===== src/rtl/mdu_pkg.sv =====
// Shared definitions for the iterative multiply/divide unit:
// operation encodings, FSM states and the default operand width.
package mdu_pkg;

  localparam int MDU_WIDTH = 32;

  typedef enum logic [1:0] {
    MD_MULT  = 2'b00,
    MD_MULTU = 2'b01,
    MD_DIV   = 2'b10,
    MD_DIVU  = 2'b11
  } md_op_e;

  typedef enum logic [1:0] {
    S_IDLE = 2'b00,
    S_CALC = 2'b01,
    S_FIX  = 2'b10
  } state_e;

  function automatic logic op_is_div(input md_op_e op);
    return (op == MD_DIV) || (op == MD_DIVU);
  endfunction

  function automatic logic op_is_signed(input md_op_e op);
    return (op == MD_MULT) || (op == MD_DIV);
  endfunction

endpackage


===== src/rtl/mdu_div_step.sv =====
// One combinational restoring-division step: shift the next dividend bit
// into the partial remainder, subtract the divisor, keep it if no borrow.
module mdu_div_step #(
  parameter int WIDTH = 32
) (
  input  logic [WIDTH-1:0] rem,
  input  logic [WIDTH-1:0] quot,
  input  logic [WIDTH-1:0] divisor,
  output logic [WIDTH-1:0] rem_next,
  output logic [WIDTH-1:0] quot_next
);

  logic [WIDTH:0] shifted;
  logic [WIDTH:0] diff;

  always_comb begin
    shifted = {rem, quot[WIDTH-1]};
    diff    = shifted - {1'b0, divisor};
    // A set top bit of diff is the borrow: restore the shifted remainder.
    if (diff[WIDTH]) begin
      rem_next  = shifted[WIDTH-1:0];
      quot_next = {quot[WIDTH-2:0], 1'b0};
    end else begin
      rem_next  = diff[WIDTH-1:0];
      quot_next = {quot[WIDTH-2:0], 1'b1};
    end
  end

endmodule


===== src/rtl/mdu.sv =====
// Iterative MIPS multiply/divide unit holding HI/LO: radix-2 shift-add
// multiply and restoring divide sharing one 2*WIDTH accumulator.
module mdu
  import mdu_pkg::*;
#(
  parameter int WIDTH = MDU_WIDTH
) (
  input  logic             clk,
  input  logic             rst,
  input  logic             start,
  input  logic [1:0]       md_op,
  input  logic [WIDTH-1:0] a_in,
  input  logic [WIDTH-1:0] b_in,
  input  logic             hi_we,
  input  logic             lo_we,
  input  logic [WIDTH-1:0] wdata,
  output logic             busy,
  output logic             done,
  output logic [WIDTH-1:0] hi_out,
  output logic [WIDTH-1:0] lo_out
);

  localparam int CNT_W = $clog2(WIDTH);
  localparam logic [CNT_W-1:0] LAST_ITER = CNT_W'(WIDTH - 1);

  state_e             state, next_state;
  logic [CNT_W-1:0]   count;
  logic [2*WIDTH-1:0] acc;
  logic [WIDTH-1:0]   opnd;
  logic [WIDTH-1:0]   dividend_raw;
  logic               is_div, div_zero, neg_main, neg_rem;

  logic               a_neg, b_neg;
  logic [WIDTH-1:0]   a_mag, b_mag;
  logic [WIDTH-1:0]   addend;
  logic [WIDTH:0]     mul_sum;
  logic [WIDTH-1:0]   div_rem_next, div_quot_next;
  logic [2*WIDTH-1:0] prod_fix;
  logic [WIDTH-1:0]   quot_fix, rem_fix;

  always_comb begin
    a_neg   = op_is_signed(md_op_e'(md_op)) && a_in[WIDTH-1];
    b_neg   = op_is_signed(md_op_e'(md_op)) && b_in[WIDTH-1];
    a_mag   = a_neg ? -a_in : a_in;
    b_mag   = b_neg ? -b_in : b_in;
    addend  = acc[0] ? opnd : '0;
    mul_sum = {1'b0, acc[2*WIDTH-1:WIDTH]} + {1'b0, addend};
    // Signs were stripped on accept; restore them only at writeback.
    prod_fix = neg_main ? -acc : acc;
    quot_fix = neg_main ? -acc[WIDTH-1:0] : acc[WIDTH-1:0];
    rem_fix  = neg_rem ? -acc[2*WIDTH-1:WIDTH] : acc[2*WIDTH-1:WIDTH];
  end

  mdu_div_step #(.WIDTH(WIDTH)) u_div_step (
    .rem       (acc[2*WIDTH-1:WIDTH]),
    .quot      (acc[WIDTH-1:0]),
    .divisor   (opnd),
    .rem_next  (div_rem_next),
    .quot_next (div_quot_next)
  );

  always_ff @(posedge clk or posedge rst) begin
    if (rst) state <= S_IDLE;
    else     state <= next_state;
  end

  always_comb begin
    next_state = state;
    case (state)
      S_IDLE:  if (start) next_state = S_CALC;
      S_CALC:  if (count == LAST_ITER) next_state = S_FIX;
      S_FIX:   next_state = S_IDLE;
      default: next_state = S_IDLE;
    endcase
  end

  // The accumulator holds {partial product, multiplier} for multiply and
  // {partial remainder, dividend/quotient} for divide.
  always_ff @(posedge clk or posedge rst) begin
    if (rst) begin
      busy         <= 1'b0;
      done         <= 1'b0;
      hi_out       <= '0;
      lo_out       <= '0;
      count        <= '0;
      acc          <= '0;
      opnd         <= '0;
      dividend_raw <= '0;
      is_div       <= 1'b0;
      div_zero     <= 1'b0;
      neg_main     <= 1'b0;
      neg_rem      <= 1'b0;
    end else begin
      busy <= (next_state != S_IDLE);
      done <= (state == S_FIX);
      case (state)
        S_IDLE: begin
          if (start) begin
            is_div       <= op_is_div(md_op_e'(md_op));
            neg_main     <= a_neg ^ b_neg;
            neg_rem      <= a_neg;
            div_zero     <= (b_in == '0);
            dividend_raw <= a_in;
            opnd         <= op_is_div(md_op_e'(md_op)) ? b_mag : a_mag;
            acc          <= op_is_div(md_op_e'(md_op)) ? {{WIDTH{1'b0}}, a_mag}
                                                       : {{WIDTH{1'b0}}, b_mag};
            count        <= '0;
          end else begin
            if (hi_we) hi_out <= wdata;
            if (lo_we) lo_out <= wdata;
          end
        end
        S_CALC: begin
          acc   <= is_div ? {div_rem_next, div_quot_next}
                          : {mul_sum, acc[WIDTH-1:1]};
          count <= count + CNT_W'(1);
        end
        S_FIX: begin
          if (!is_div) begin
            hi_out <= prod_fix[2*WIDTH-1:WIDTH];
            lo_out <= prod_fix[WIDTH-1:0];
          end else if (div_zero) begin
            hi_out <= dividend_raw;
            lo_out <= '1;
          end else begin
            hi_out <= rem_fix;
            lo_out <= quot_fix;
          end
        end
        default: ;
      endcase
    end
  end

endmodule

===== config.mk =====
export PLATFORM = sky130hd
export DESIGN_NAME = mdu
export DESIGN_NICKNAME = d
export VERILOG_FILES = /design/src/rtl/mdu_pkg.sv /design/src/rtl/mdu_div_step.sv /design/src/rtl/mdu.sv
export SDC_FILE = /design/constraint.sdc
export NUM_CORES = 1
export LEC_CHECK = 0
export CAP_MARGIN = 0
export CORE_ASPECT_RATIO = 1.4
export CORE_MARGIN = 2
export CORE_UTILIZATION = 25
export DETAILED_ROUTE_END_ITERATION = 12
export PLACE_DENSITY = 0.5
export SYNTH_ARGS = -nofsm -noshare
export SYNTH_HDL_FRONTEND = slang
export SYNTH_SLANG_ARGS = --single-unit

===== constraint.sdc =====
create_clock -name clk -period 15.93 [get_ports clk]
set_input_delay 2.3895 -clock clk [delete_from_list [all_inputs] [get_ports clk]]
set_output_delay 2.3895 -clock clk [all_outputs]
set_load 0.1 [all_outputs]

# Word-level counts from Yosys, hierarchy flattened
# Index checks and enable logic that the tools add are counted.
dict set report word_totals {
  regBits 205
  input_bits 103
  out_inout_bits 66
  elab_cells 73
}
dict set report classes {
  n_addsub 8
  eq_ne 9
  n_mux 28
  bitwise_logic 1
  n_reduce_logical 14
}
# op n
set ops {}
lappend ops {{$mux 32} 16}
lappend ops {{$mux 64} 3}
lappend ops {{$neg 32->32} 4}
lappend ops {{$pmux 32 s2} 2}
lappend ops {{$pmux 64 s2} 1}
lappend ops {{$neg 64->64} 1}
lappend ops {{$add 32x32->33} 1}
lappend ops {{$sub 33x32->33} 1}
lappend ops {{$logic_not 32->1} 1}
lappend ops {{$pmux 5 s2} 1}
lappend ops {{$ne 2x2->1 const B} 4}
lappend ops {{$eq 2x2->1 const B} 3}
lappend ops {{$reduce_and 3->1} 2}
lappend ops {{$reduce_bool 2->1} 3}
lappend ops {{$add 5x1->5 const B} 1}
lappend ops {{$eq 5x5->1 const B} 1}
lappend ops {{$mux 5} 1}
lappend ops {{$logic_not 2->1} 2}
lappend ops {{$mux 2} 2}
lappend ops {{$pmux 2 s2} 1}
lappend ops {{$reduce_and 2->1} 2}
lappend ops {{$eq 2x1->1 const B} 1}
lappend ops {{$logic_and 1x1->1} 2}
lappend ops {{$logic_or 1x1->1} 2}
lappend ops {{2 further kinds} 2}

# Depth between registers and ports, before layout
# Gate-level depths: netlist (run 1).
dict set report logic_depth {
  depth_word 7
  depth_mapped 15
  ltp_nobuf 14
}

# Cells and area by module
# From an unflattened synthesis (run 1), not the netlist that was laid out.
dict set report unflattened {
  hier_cells 2259
  area_unflattened_um2 17615.6
}
# mod instances cells_each area_each_um2 seq_area_each_um2
set modules_own_cells {}
lappend modules_own_cells {mdu 1 1919 15065.7 5129.9}
lappend modules_own_cells {mdu_div_step 1 340 2549.9 0.0}

# Worst setup path after synthesis (run 1)
# OpenSTA, ideal clock, no wires.
dict set report synth_path {
  kind {input to register}
  start {input b_in[1]}
  end {register acc[29]}
  setup_ps 65
  t_arrival_ps 4662
  required_ps 15865
  slack_ps 11203
  path_stages 9
  path_buffers 0
  cell_sequence {or3_1 or4_1 nor2b_1 nand3_1 o41ai_1 xnor2_1 nor2_1 a211oi_1 o22a_1}
}
dict set report synth_via {
  elab_chain_len 5
}
# item line
set synth_lines {}
lappend synth_lines {{start, declared} mdu.sv:13} ;# input logic [WIDTH-1:0] b_in,
lappend synth_lines {{$neg 32->32} mdu.sv:45} ;# b_mag = b_neg ? -b_in : b_in;
lappend synth_lines {{$mux 32} mdu.sv:45}
lappend synth_lines {{$mux 32} mdu.sv:105} ;# acc <= op_is_div(md_op_e'(md_op)) ? {{WIDTH{1'b0}}, a_mag}
lappend synth_lines {{$mux 64} mdu.sv:98} ;# if (start) begin
lappend synth_lines {{$pmux 64 s2} mdu.sv:96} ;# case (state)
lappend synth_lines {{end signal, assigned} mdu.sv:105}
lappend synth_lines {{end signal, assigned} mdu.sv:114} ;# acc <= is_div ? {div_rem_next, div_quot_next}
lappend synth_lines {{end, declared} mdu.sv:28} ;# logic [2*WIDTH-1:0] acc;
# No other way between the ends. The select of a mux whose other input is x is not followed.
# A chain may end at the register's enable or synchronous reset.

# Worst setup path in the final report (run 1)
dict set report layout_path {
  start {input b_in[0]}
  end {register acc[29]}
}
# Same word-level chain as after synthesis.

==> metrics.md, run 1 <==
| Metric | Value |
|---|---|
| Status | `finished clean` |
| Crit. End Element | `flip-flop` |
| Layout Skew | `0.01178 ns` |
| Clock Sinks | `205` |
| Initial Util | `25.27%` |
| Final Setup Violations | `0` |
| Slowest cell on the critical path | `or4_1` |
| IO buf count | `168` |
| Hold/Removal Path Class | `reg -> reg` |
| CTS hold repair buffers | `0` |
| Cell Rows | `113` |
| Seq/Total Area, Yosys | `29.86%` |
| First-pass GRT wire length | `106700 um` |
| Starting DRT DRC Count | `1240` |
| Ys flop type | `dfrtp_1` |
| Dominant cell type by area after synthesis | `dfrtp_1` |
| Slew headroom | `21.65%` |
| Switching share of total power | `55.07%` |
| Final Cycle Share | `32.12%` |
| Final core utilization | `30.08%` |
| Hold Vio Cnt, Final | `0` |
| Synth Instances | `2187` |
| Die W | `225.6 um` |
| Grt total ovfl | `0` |
| Cell count of the worst reg-to-reg path | `14` |
| DR WL/cell | `22.68 um` |
| Max frequency | `0.1954 GHz` |
| Die area | `70870 um2` |
| CP delay by family, top | `simple AND/OR/NAND/NOR gates` |
| DR vias/cell | `5.275` |
| Seq pwr share | `23.1%` |
| Synth Register Bits | `205` |
| Diodes inserted | `0` |
| Post-synth EDFFs | `0` |
| P_int | `2.253 mW` |
| Post-cts gate resize count | `0` |
| Commonest cells after routing, fill and taps aside | `264 x nand2_1, 223 x a21oi_1, 208 x nor2_1` |
| CP required | `16.42 ns` |
| Core area | `68010 um2` |
| Worst r2r src | `acc[31]` |
| Synth cell types | `81` |
| Largest net degree at the start of global routing | `104` |
| IO Pins | `169` |
| FFs w/ async S/R, synth | `100.0%` |
| DRC viols | `0` |
| Maximum VDD drop | `0.1263 mV` |
| Post-layout min period | `5.117 ns` |
| WP depth | `10` |
| TNS Setup | `0 ns` |
| Antenna Nets Post-Route | `0` |
| CP Buf/Inv Count | `1` |
| Gr usage total | `19.94%` |
| Cell Chain, Critical Path | `clkdlybuf4s50_1, or3_1, or4_1, nor2b_1, nand3_1, o41ai_1, xnor2_1, nor2_1, a211oi_1, o22a_1` |
| NetSw | `2.762 mW` |
| Synthesis-to-finish area growth | `19.06%` |
| Clock network power share | `11.9%` |
| GPL Wtd Cong | `0.9277` |
| Post-Syn Area | `17180 um2` |
| Lkg Pwr | `8.084 nW` |
| Post-Syn Nets | `2362` |
| Max clock buf depth | `3` |
| Worst Setup Start Kind | `input pin` |
| Post-DP HPWL | `56470 um` |
| Max-slew violations | `0` |
| Final wirelength | `72340 um` |
| Worst reg2reg endpoint | `acc[59]` |
| CTS tree | `done` |
| Crit path from | `b_in[0]` |
| Syn avg cell area | `7.857 um2` |
| Post-CTS setup repair buffer count | `0` |
| H-Tree Depth | `1` |
| RSZ-0062 raised after global routing | `false` |
| Max Cap Violations | `0` |
| Post-synth top area share | `29.86%` |
| Worst-Skew Late Latency | `0.56 ns` |
| Die H | `314.2 um` |
| Worst-path clk slew | `0.06 ns` |
| Hold Slack | `0.4770 ns` |
| WS Path Type | `in -> reg` |
| Share of layout cells above drive strength 1 | `6.170%` |
| Tightest Pin Transition | `1.174 ns` |
| Worst Setup EP | `acc[29]` |
| Drt pass-1 iters | `5` |
| Largest cells by area after synthesis | `dfrtp_1 30%, a21oi_1 6.5%, nand2_1 5.8%` |
| Nets | `2427` |
| Critical Path Fanout Max | `5` |
| CTS Buf Count | `24` |
| Worst Hold Depth | `2` |
| Pwr dens | `245.2 nW/um2` |
| Root Buffer | `clkbuf_16` |
| Comb power frac | `65.0%` |
| Slowest stage delay, CP | `0.61 ns` |
| Critical path arrival | `5.61 ns` |
| Yosys warns | `0` |
| Via count | `16821` |
| Vias in the first global route | `16704` |
| R2r setup slk | `11.08 ns` |
| Initial antenna violation count | `1` |
| Commonest non-fill, non-tap cell in the layout | `nand2_1` |
==> how the worst min path moves through the flow <==
stage                        start        to  slack [ns]
after floorplan           count[3]  count[3]        0.45
after global placement    opnd[23]  opnd[23]        0.47
after detailed placement   opnd[2]   opnd[2]        0.47
after CTS                  opnd[2]   opnd[2]        0.49
after global routing       opnd[2]   opnd[2]        0.50
final                      opnd[2]   opnd[2]        0.48
==> layer usage <==
metal	vias to the layer above	wire [um]	global-route usage, %
li1	8005	-	-
met1	8056	27390	22.46
met2	596	36020	35.49
met3	162	3749	2.315
met4	2	5163	12.88
met5	-	13	0
==> worst reg2reg max path, cell delays in order (launching register included) <==
cell,delay (ns)
dfrtp_1,0.66
inv_1,0.30
ha_1,0.31
fa_1,0.40
nor2b_1,0.19
o31a_1,0.20
o221ai_1,0.21
a211o_1,0.36
a221oi_1,0.39
nor2_1,0.18
o211ai_2,0.18
buf_4,0.44
inv_2,0.21
nand2_1,0.47
o211ai_1,0.20
==> registers in the layout, indices dropped and copies added (netlist names) <==
name,cells
dividend_raw,32
count,5
is_div,1
opnd,32
div_zero,1
state,2
done,1
lo_out,32
neg_main,1
busy,1
hi_out,32
neg_rem,1
acc,64
==> cell families after synthesis <==
kind of cell,count (synthesis),synth area share [%]
DFF,205,29.86
xor gates and xnor gates,161,8.206
muxes,111,6.699
buffers and inverters,225,5.054
AOI/OAI and AO/OA,728,26.63
adders and majority gates,72,5.330
and+or+nand+nor,685,18.23
==> area by class of cell <==
cell class                      count  area (um2)
Clock buffer                       32       670.6
Clock inverter                     11       157.7
Tap cell                          920        1151
Timing Repair Buffer              192        1859
Sequential cell                   205        5135
Fill cell                        7218       47550
Inverter                           72       277.8
Multi-Input combinational cell   1757       11210
==> synthesized netlist by cell type (all sizes together) (19+ instances only) <==
cell	n
a211oi	45
a21o	28
a21oi	223
a32oi	36
buf	19
clkbuf	134
dfrtp	205
ha	70
inv	72
mux2	32
mux2i	79
nand2	266
nand3	29
nor2	210
nor2b	24
nor3	21
nor4	19
o211ai	23
o21ai	199
o31ai	27
or3	26
xnor2	79
xor2	82
==> power groups by stage <==
stage	registers (mW)	logic, mW	clock network, mW
after floorplan	1.48	1.98	0
after global placement	1.16	3.22	0
after detailed placement	1.16	3.25	0
after CTS	1.15	3.26	0.608
after global routing	1.19	3.55	0.628
final	1.16	3.26	0.595
==> per-stage QoR <==
stage | power (mW) | cells | worst slack (ns) | instance area [um2]
after floorplan | 3.459 | 2187 | 7.945 | 17180
after global placement | 4.378 | 3146 | 10.22 | 19630
after detailed placement | 4.419 | 3146 | 10.26 | 19630
after CTS | 5.028 | 3189 | 10.84 | 20460
after global routing | 5.364 | 3189 | 10.55 | 20460
final | 5.015 | 3189 | 10.81 | 20460
No activity file was read; power rests on OpenSTA's default activity.
==> inputs of run 2 (changes only) <==
==> constraint.sdc (replaced) <==
create_clock -name clk -period 5 [get_ports clk]
set_input_delay 0.75 -clock clk [delete_from_list [all_inputs] [get_ports clk]]
set_output_delay 0.75 -clock clk [all_outputs]
set_load 0.1 [all_outputs]
==> run 2 against run 1 <==
Effect of this change:
- sequential cell count stayed put
- final area grew 0.53%
- clock skew shrank 0.0045 ns
- critical endpoint is now acc[63]
- largest cell class unchanged
- largest power group unchanged
==> metrics.md, run 2 (synthesized netlist as in run 1, its figures left out) <==
| Metric | Value |
|---|---|
| Worst-path clk slew | `0.07 ns` |
| Die H | `314.2 um` |
| Post-cts gate resize count | `0` |
| Largest net degree at the start of global routing | `117` |
| Commonest cells after routing, fill and taps aside | `264 x nand2_1, 223 x a21oi_1, 208 x nor2_1` |
| Final wirelength | `74500 um` |
| GPL Wtd Cong | `0.9525` |
| Initial Util | `25.27%` |
| Antenna Nets Post-Route | `0` |
| CP delay by family, top | `compound AO/OA/AOI/OAI gates` |
| TNS Setup | `0 ns` |
| Gr usage total | `20.57%` |
| Pwr dens | `789.2 nW/um2` |
| Final Setup Violations | `0` |
| Root Buffer | `clkbuf_16` |
| Die area | `70870 um2` |
| Crit. End Element | `flip-flop` |
| Share of layout cells above drive strength 1 | `6.541%` |
| R2r setup slk | `0.91 ns` |
| CP most frequent cell | `o31a_1` |
| RSZ-0062 raised after global routing | `false` |
| H-Tree Depth | `1` |
| CP Buf/Inv Count | `3` |
| Drt pass-1 iters | `5` |
| Slew headroom | `11.59%` |
| Post-CTS setup repair buffer count | `0` |
| Core area | `68010 um2` |
| Tightest Pin Transition | `1.325 ns` |
| IO buf count | `168` |
| Slowest cell on the critical path | `dfrtp_1` |
| CTS hold repair buffers | `0` |
| Starting DRT DRC Count | `1376` |
| Hold/Removal Path Class | `reg -> reg` |
| Critical path arrival | `4.53 ns` |
| Post-DP HPWL | `58400 um` |
| DRC viols | `0` |
| Maximum VDD drop | `0.2806 mV` |
| Max clock buf depth | `3` |
| Nets | `2436` |
| Layout Skew | `0.007278 ns` |
| Total power | `16.23 mW` |
| Grt total ovfl | `0` |
| Worst reg2reg endpoint | `acc[63]` |
| Vias in the first global route | `16565` |
| CTS tree | `done` |
| CTS Buf Count | `23` |
| Post-layout min period | `4.088 ns` |
| First-pass GRT wire length | `109200 um` |
| Final core utilization | `30.24%` |
| Cell count of the worst reg-to-reg path | `14` |
| WS Path Type | `reg -> reg` |
| Worst-Skew Late Latency | `0.56 ns` |
| DR vias/cell | `5.279` |
| Worst Setup EP | `acc[63]` |
| Lkg Pwr | `8.149 nW` |
| Max FFs per register | `64` |
| Commonest non-fill, non-tap cell in the layout | `nand2_1` |
| CP required | `5.44 ns` |
| Cell Chain, Critical Path | `inv_1, ha_1, fa_1, nor2b_1, o31a_1, o221ai_1, a211o_1, a221oi_1, nor2_1, o211ai_2, buf_12, inv_2, o31a_1, a32o_1` |
| Clock Sinks | `205` |
| Slowest stage delay, CP | `0.53 ns` |
| Status | `finished clean` |
| Crit path from | `acc[31]` |
| Final Cycle Share | `81.76%` |
| Critical Path Fanout Max | `43` |
| IO Pins | `169` |
| Cell Rows | `113` |
| Dpl cell area | `19750 um2` |
| Die W | `225.6 um` |
| WP depth | `14` |
| Worst Setup Start Kind | `flip-flop` |
| Fin worst setup slack | `0.9122 ns` |
| Synthesis-to-finish area growth | `19.68%` |
| Worst r2r src | `acc[31]` |
| Initial antenna violation count | `1` |
| DR WL/cell | `23.29 um` |
| Final Cell Area | `20560 um2` |
| Max frequency | `0.2446 GHz` |
| Hold Vio Cnt, Final | `0` |
| Max Cap Violations | `0` |
| Pre-CTS WS | `0.9609 ns` |
| Via count | `16888` |
| Biggest register | `acc` |
| Max-slew violations | `0` |
==> run 2: cell types whose count changed in the layout (fill, tap and decap cells not counted) <==
cell / delta
inv_8: -1
inv_16: +1
clkbuf_16: -1
clkinv_2: +1
diode_2: +1
buf_4: +6
clkbuf_8: +1
clkinvlp_4: -2
clkinv_8: -1
buf_12: +4
clkinv_4: +1
==> run 2: worst min-delay path by stage <==
stage / from / end / slack, ns / depth (start not counted)
final: count[3] / count[3] / 0.48 / 1
after detailed placement: count[3] / count[3] / 0.48 / 1
after global routing: opnd[9] / opnd[9] / 0.52 / 2
after floorplan: count[3] / count[3] / 0.45 / 1
after global placement: opnd[6] / opnd[6] / 0.47 / 2
after CTS: count[3] / count[3] / 0.49 / 1
==> run 2: area by class of cell <==
cell class / count / area [um2]
fillers: 7255 / 47440
multi-input cells: 1757 / 11210
flip-flops and latches: 205 / 5135
repair buffers: 202 / 1984
well taps: 920 / 1151
clock buffers: 32 / 659.4
inverters: 72 / 274.0
clock inverters: 10 / 152.6
diodes: 1 / 2.502
==> run 2: stage by stage <==
step | hold WS, ns | std cells
finish | 0.4839 | 3199
global placement | 0.4704 | 3156
detailed placement | 0.4753 | 3156
floorplan | 0.4489 | 2187
global route | 0.5216 | 3198
CTS | 0.4860 | 3198
==> run 2: where the power goes <==
| group | total [mW] | internal [mW] | switching [mW] |
|---|---|---|---|
| clock | 1.87 | 1.09 | 0.785 |
| combinational | 10.5 | 3.70 | 6.85 |
| sequential | 3.81 | 2.45 | 1.36 |
| total | 16.2 | 7.23 | 9.00 |
==> run 2: per-layer routing <==
layer  routed length (um)  vias to the layer above  GRT usage, %
li1                     -                     8029             -
met1                29110                     8161         23.74
met2                37320                      547         36.69
met3                 2979                      149         1.736
met4                 5078                        2         12.69
met5                   11                        -             0
==> run 2: worst register-to-register path: stages (launching register included) <==
cell and delay [ns]:
dfrtp_1 0.53, inv_1 0.15, ha_1 0.26, fa_1 0.38, nor2b_1 0.21, o31a_1 0.20
o221ai_1 0.19, a211o_1 0.35, a221oi_1 0.38, nor2_1 0.17, o211ai_2 0.24, buf_12 0.26
inv_2 0.15, o31a_1 0.26, a32o_1 0.24
